===== src/rtl/m_imem_loader_pkg.sv =====
// Definitions shared by the instruction-memory loader and the memory-loading top:
// loader state encodings, the default frame sync byte and the instruction-memory geometry.
package m_imem_loader_pkg;

  localparam int         IMEM_ADDR_W    = 12;
  localparam int         IMEM_MAX_WORDS = 4096;
  localparam logic [7:0] SYNC_BYTE_DEF  = 8'hA5;

  typedef enum logic [2:0] {
    S_SYNC = 3'd0,
    S_LEN0 = 3'd1,
    S_LEN1 = 3'd2,
    S_DATA = 3'd3,
    S_CSUM = 3'd4,
    S_DONE = 3'd5,
    S_ERR  = 3'd6
  } state_t;

endpackage


===== src/rtl/m_imem_loader_packer.sv =====
// Byte-to-word packer: little-endian lane shift register, lane counter and running
// XOR of every payload byte. Flags the cycle in which the fourth byte of a word arrives.
module m_byte_packer (
  input  logic        w_clk,
  input  logic        w_rst,
  input  logic        i_clear,
  input  logic        i_shift,
  input  logic [7:0]  i_byte,
  output logic        o_word_fire,
  output logic [31:0] o_word,
  output logic [7:0]  o_csum
);

  logic [1:0]  r_lane;
  logic [31:0] r_shift;
  logic [7:0]  r_csum;

  // NOTE: sequential state uses non-blocking assignments so every register samples pre-edge values.
  always_ff @(posedge w_clk or posedge w_rst) begin
    if (w_rst) begin
      r_lane  <= '0;
      r_shift <= '0;
      r_csum  <= '0;
    end else if (i_clear) begin
      r_lane  <= '0;
      r_shift <= '0;
      r_csum  <= '0;
    end else if (i_shift) begin
      r_lane  <= r_lane + 2'd1;
      r_shift <= {i_byte, r_shift[31:8]};
      r_csum  <= r_csum ^ i_byte;
    end
  end

  // Bytes enter at the top and shift down, so the first byte of a word lands in [7:0].
  assign o_word_fire = i_shift && (r_lane == 2'd3);
  assign o_word      = {i_byte, r_shift[31:8]};
  assign o_csum      = r_csum;

endmodule


===== src/rtl/m_imem_loader.sv =====
// Instruction-memory loader: parses a framed byte stream, writes packed words to
// sequential addresses and releases the processor clock enable after a good checksum.
module m_imem_loader
  import m_imem_loader_pkg::*;
#(
  parameter int         ADDR_W    = IMEM_ADDR_W,
  parameter int         MAX_WORDS = IMEM_MAX_WORDS,
  parameter logic [7:0] SYNC_BYTE = SYNC_BYTE_DEF
) (
  input  logic              w_clk,
  input  logic              w_rst,
  input  logic [7:0]        w_rx_data,
  input  logic              w_rx_valid,
  output logic              r_rx_ready,
  output logic              r_we,
  output logic [ADDR_W-1:0] r_waddr,
  output logic [31:0]       r_wdata,
  output logic              r_ce,
  output logic              r_err,
  output logic              r_busy
);

  localparam logic [16:0] MAX_LEN = 17'(MAX_WORDS);

  state_t      r_state;
  state_t      w_next;
  logic [7:0]  r_len_lo;
  logic [15:0] r_len;
  logic [15:0] r_widx;

  logic        w_accept;
  logic        w_shift;
  logic        w_clear;
  logic        w_word_fire;
  logic [31:0] w_word;
  logic [7:0]  w_csum;
  logic [15:0] w_len_full;
  logic        w_last_word;

  assign w_accept    = w_rx_valid && r_rx_ready;
  assign w_shift     = w_accept && (r_state == S_DATA);
  assign w_clear     = (r_state == S_SYNC);
  assign w_len_full  = {w_rx_data, r_len_lo};
  assign w_last_word = (r_widx == (r_len - 16'd1));

  m_byte_packer u_packer (
    .w_clk       (w_clk),
    .w_rst       (w_rst),
    .i_clear     (w_clear),
    .i_shift     (w_shift),
    .i_byte      (w_rx_data),
    .o_word_fire (w_word_fire),
    .o_word      (w_word),
    .o_csum      (w_csum)
  );

  always_ff @(posedge w_clk or posedge w_rst) begin
    if (w_rst) r_state <= S_SYNC;
    else       r_state <= w_next;
  end

  // NOTE: next state is defaulted first so no path through the case infers a latch.
  always_comb begin
    w_next = r_state;
    case (r_state)
      S_SYNC: if (w_accept && (w_rx_data == SYNC_BYTE)) w_next = S_LEN0;
      S_LEN0: if (w_accept) w_next = S_LEN1;
      S_LEN1: begin
        if (w_accept) begin
          if (w_len_full == 16'd0)                w_next = S_CSUM;
          else if ({1'b0, w_len_full} > MAX_LEN)  w_next = S_ERR;
          else                                    w_next = S_DATA;
        end
      end
      S_DATA: if (w_word_fire && w_last_word) w_next = S_CSUM;
      S_CSUM: if (w_accept) w_next = (w_rx_data == w_csum) ? S_DONE : S_ERR;
      S_DONE: w_next = S_DONE;
      S_ERR:  w_next = S_ERR;
      default: w_next = S_SYNC;
    endcase
  end

  // Status outputs follow the next state so they change on the same edge as the state.
  always_ff @(posedge w_clk or posedge w_rst) begin
    if (w_rst) begin
      r_len_lo   <= '0;
      r_len      <= '0;
      r_widx     <= '0;
      r_we       <= 1'b0;
      r_waddr    <= '0;
      r_wdata    <= '0;
      r_ce       <= 1'b0;
      r_err      <= 1'b0;
      r_busy     <= 1'b0;
      r_rx_ready <= 1'b1;
    end else begin
      r_we <= w_word_fire;
      if (w_word_fire) begin
        r_waddr <= r_widx[ADDR_W-1:0];
        r_wdata <= w_word;
        r_widx  <= r_widx + 16'd1;
      end
      if (w_accept && (r_state == S_LEN0)) r_len_lo <= w_rx_data;
      if (w_accept && (r_state == S_LEN1)) begin
        r_len  <= w_len_full;
        r_widx <= '0;
      end
      r_rx_ready <= !((w_next == S_DONE) || (w_next == S_ERR));
      r_ce       <= (w_next == S_DONE);
      r_err      <= (w_next == S_ERR);
      r_busy     <= (w_next == S_LEN0) || (w_next == S_LEN1) ||
                    (w_next == S_DATA) || (w_next == S_CSUM);
    end
  end

endmodule

===== config.mk =====
export PLATFORM = sky130hd
export DESIGN_NAME = m_imem_loader
export DESIGN_NICKNAME = d
export VERILOG_FILES = /design/src/rtl/m_imem_loader_pkg.sv /design/src/rtl/m_imem_loader_packer.sv /design/src/rtl/m_imem_loader.sv
export SDC_FILE = /design/constraint.sdc
export NUM_CORES = 1
export LEC_CHECK = 0
export BUFFER_PORTS_ARGS = -buffer_cell sky130_fd_sc_hd__buf_2
export CAP_MARGIN = 20
export CORE_ASPECT_RATIO = 1.1
export CORE_UTILIZATION = 31
export CTS_CLUSTER_DIAMETER = 30
export DETAILED_ROUTE_END_ITERATION = 7
export GPL_ROUTABILITY_DRIVEN = 0
export PLACE_DENSITY_LB_ADDON = 0.1
export SETUP_SLACK_MARGIN = 0.05
export SLEW_MARGIN = 20
export SYNTH_ARGS = -nofsm -noshare
export SYNTH_HDL_FRONTEND = slang
export SYNTH_SLANG_ARGS = --single-unit

===== constraint.sdc =====
create_clock -name w_clk -period 6.7 [get_ports w_clk]
set_input_delay 1.34 -clock w_clk [delete_from_list [all_inputs] [get_ports w_clk]]
set_output_delay 1.34 -clock w_clk [all_outputs]
set_load 0.005 [all_outputs]

==> impl_metrics.json <==
{
  "fin_ws_ns": 3.47,
  "portBuffers": 59,
  "dieWidth_microns": 132,
  "root_buffer": "clkbuf_16",
  "fin_util_pct": 38.0,
  "synthesis.nets": 635,
  "drtIter0Drc": 205,
  "grt_setup_unrepaired": "no",
  "skew_ns": 0.0143,
  "p_leak_nw": 3.58,
  "die-area_sq_mm": 0.0193,
  "grt_usage_pct": 15.6,
  "crit_top_cell": "nor2_1",
  "fin_crit_ns": 3.23,
  "ys_warn_count": 0,
  "p_per_area_mw_per_mm2": 323,
  "cpMaxStageDelayCell": "nand4_1",
  "timing.rr.start": "r_state[1]$_DFF_PP0_",
  "slew_violations": 0,
  "drtAntennaViolNets": 0,
  "drc": 0,
  "vias": 4442,
  "synth_edf_count": 0,
  "hold_viol_final": 0,
  "max_freq_mhz": 309,
  "hpwl_microns": 9370,
  "status": "complete, no violations",
  "wirelength_microns": 14100,
  "routedWlPerCell_microns": 15.3,
  "drive_gt1_share_pct": 19.1,
  "cp.required_ns": 6.97,
  "viasPerCell": 4.81,
  "worstMarginPinSlew_ns": 0.943,
  "cp-end-kind": "flip-flop",
  "maxCapViolations": 0,
  "cts_buffers": 17,
  "die_h_microns": 145,
  "clk_path_buf_depth": 2,
  "row_count": 52,
  "syn2layout_area_growth_pct": 20.2,
  "grt.overflow.total": 0,
  "post_cts_resized": 0,
  "setup_viol": 0,
  "cts_tree": "done",
  "start_util_pct": 31.6,
  "yosys_register_bits": 126,
  "vdd_drop_max_v": 0.000179,
  "cts_setup_buffers": 0,
  "syn_area_sq_mm": 0.00580,
  "nFillCells": 1874,
  "n_antenna_cell": 0,
  "synth.yosys.seq_area_share_pct": 54.4,
  "syn_area_per_cell_sq_um": 9.34,
  "nets": 681,
  "grt_start_max_net_pins": 67,
  "insertion_delay_ns": 0.43,
  "hold_path_class": "reg2reg",
  "path_max_fanout": 32,
  "cp_top_family": "simple AND/OR/NAND/NOR gates",
  "synth_async_sr_flop_share_pct": 100,
  "drtPass1Iterations": 5,
  "ctsHtreeMaxLevel": 4,
  "antenna_found_initial": 0,
  "crit_buf_inv": 2,
  "mostFrequentLayoutCells": "nand2_1 (194), dfrtp_1 (125), buf_2 (59)",
  "slew_headroom_pct": 37.2,
  "postCtsHoldBufs": 0,
  "first_global_vias": 4369,
  "ios": 60,
  "critPathKind": "in2reg",
  "setup_tns_ns": 0,
  "cp_slowest_stage_delay_ns": 0.55,
  "place_ws_ns": 2.95,
  "cp_cell_sequence": "buf_2, nand4_1, buf_4, nor2_1, nand3_1, nor3_1, xnor2_1, nor2_1",
  "cts.sinks": 126,
  "synth-main-ff-cell": "dfrtp_1",
  "critPathLaunchType": "input port",
  "clkTransAtPathRegs_ns": 0.06,
  "syn_inst": 621,
  "core-area_sq_mm": 0.0183,
  "cp-startpoint": "w_rx_valid",
  "fin_crit_sh_pct": 48.2,
  "synthDistinctLibCells": 54,
  "worstHoldStart": "r_waddr[8]$_DFFE_PP0P_",
  "layout_commonest_cell": "nand2_1",
  "arrival_ns": 3.50,
  "grt_pass1_wl_microns": 23400
}
==> flip-flops by register name, indices dropped and copies added, names as in the netlist <==
name,cells
r_busy,1
r_ce,1
r_err,1
r_len,16
r_len_lo,8
r_rx_ready,1
r_state,3
r_waddr,12
r_wdata,32
r_we,1
r_widx,16
u_packer.o_csum,8
u_packer.r_lane,2
u_packer.r_shift,24
==> final timing paths <==
check,to,slack [ns],depth (start not counted)
worst max-delay path,r_widx[13]$_DFFE_PP0P_,3.47,8
worst min-delay path,r_waddr[8]$_DFFE_PP0P_,0.47,2
worst max register to register,r_widx[13]$_DFFE_PP0P_,3.63,8
worst min register to register,r_waddr[8]$_DFFE_PP0P_,0.47,2
max in group asynchronous,r_wdata[19]$_DFFE_PP0P_,4.32,3
min in group asynchronous,r_wdata[30]$_DFFE_PP0P_,1.06,2
==> cell usage after synthesis (all sizes together), types with 9 or more instances <==
| master | count | area (sq um) |
|---|---|---|
| buf | 14 | 65.1 |
| clkbuf | 23 | 87.6 |
| dfrtp | 125 | 3130 |
| inv | 9 | 33.8 |
| mux2 | 22 | 248 |
| nand2 | 194 | 728 |
| nand3 | 36 | 180 |
| nor2 | 37 | 139 |
| nor3 | 9 | 45.0 |
| o21ai | 28 | 140 |
| xnor2 | 24 | 210 |
| xor2 | 14 | 123 |
==> metrics by stage <==
| stage | hold slack (ns) | power [mW] | std cells | instance area, sq um |
|---|---|---|---|---|
| finish | 0.467 | 2.25 | 923 | 6970 |
| global route | 0.483 | 2.34 | 923 | 6970 |
| CTS | 0.473 | 2.28 | 923 | 6970 |
| detailed placement | 0.457 | 1.20 | 891 | 6290 |
| global placement | 0.455 | 1.19 | 891 | 6290 |
| floorplan | 0.438 | 1.12 | 621 | 5800 |
==> final cells by class <==
class                   instances  area, sq um  share of cell area (%)
flip-flops and latches        126         3150                    45.2
repair buffers                 64          333                    4.77
multi-input cells             449         2470                    35.4
inverters                       9         36.3                   0.520
clock inverters                13          235                    3.37
clock buffers                  19          443                    6.35
well taps                     243          304                    4.36
==> tightest hold or removal path, delay by kind of cell, from the launching register on <==
kind,cells,cell delay [ns]
DFF,1,0.33
and+or+nand+nor,2,0.10
==> per-layer routing <==
| layer | share of wire, % | global-route usage (%) |
|---|---|---|
| met5 | 0 | 0 |
| met4 | 1.7 | 6.26 |
| met3 | 3.3 | 3.20 |
| met2 | 46 | 24.0 |
| met1 | 49 | 21.4 |
==> where the power goes <==
| group | switching (mW) | internal, mW |
|---|---|---|
| combinational | 0.170 | 0.145 |
| clock | 0.351 | 0.709 |
| sequential | 0.0677 | 0.808 |
==> cell families after synthesis <==
kind of cell | after synthesis | synth area share [%]
flip-flops | 126 | 54.4
multiplexers | 24 | 4.62
XOR/XNOR | 38 | 5.74
buffers and inverters | 46 | 3.21
AO/OA/AOI/OAI | 56 | 5.87
adder cells (fa/ha/maj) | 3 | 0.647
AND/OR/NAND/NOR | 328 | 25.5
Power figures use the tool's default switching activity.
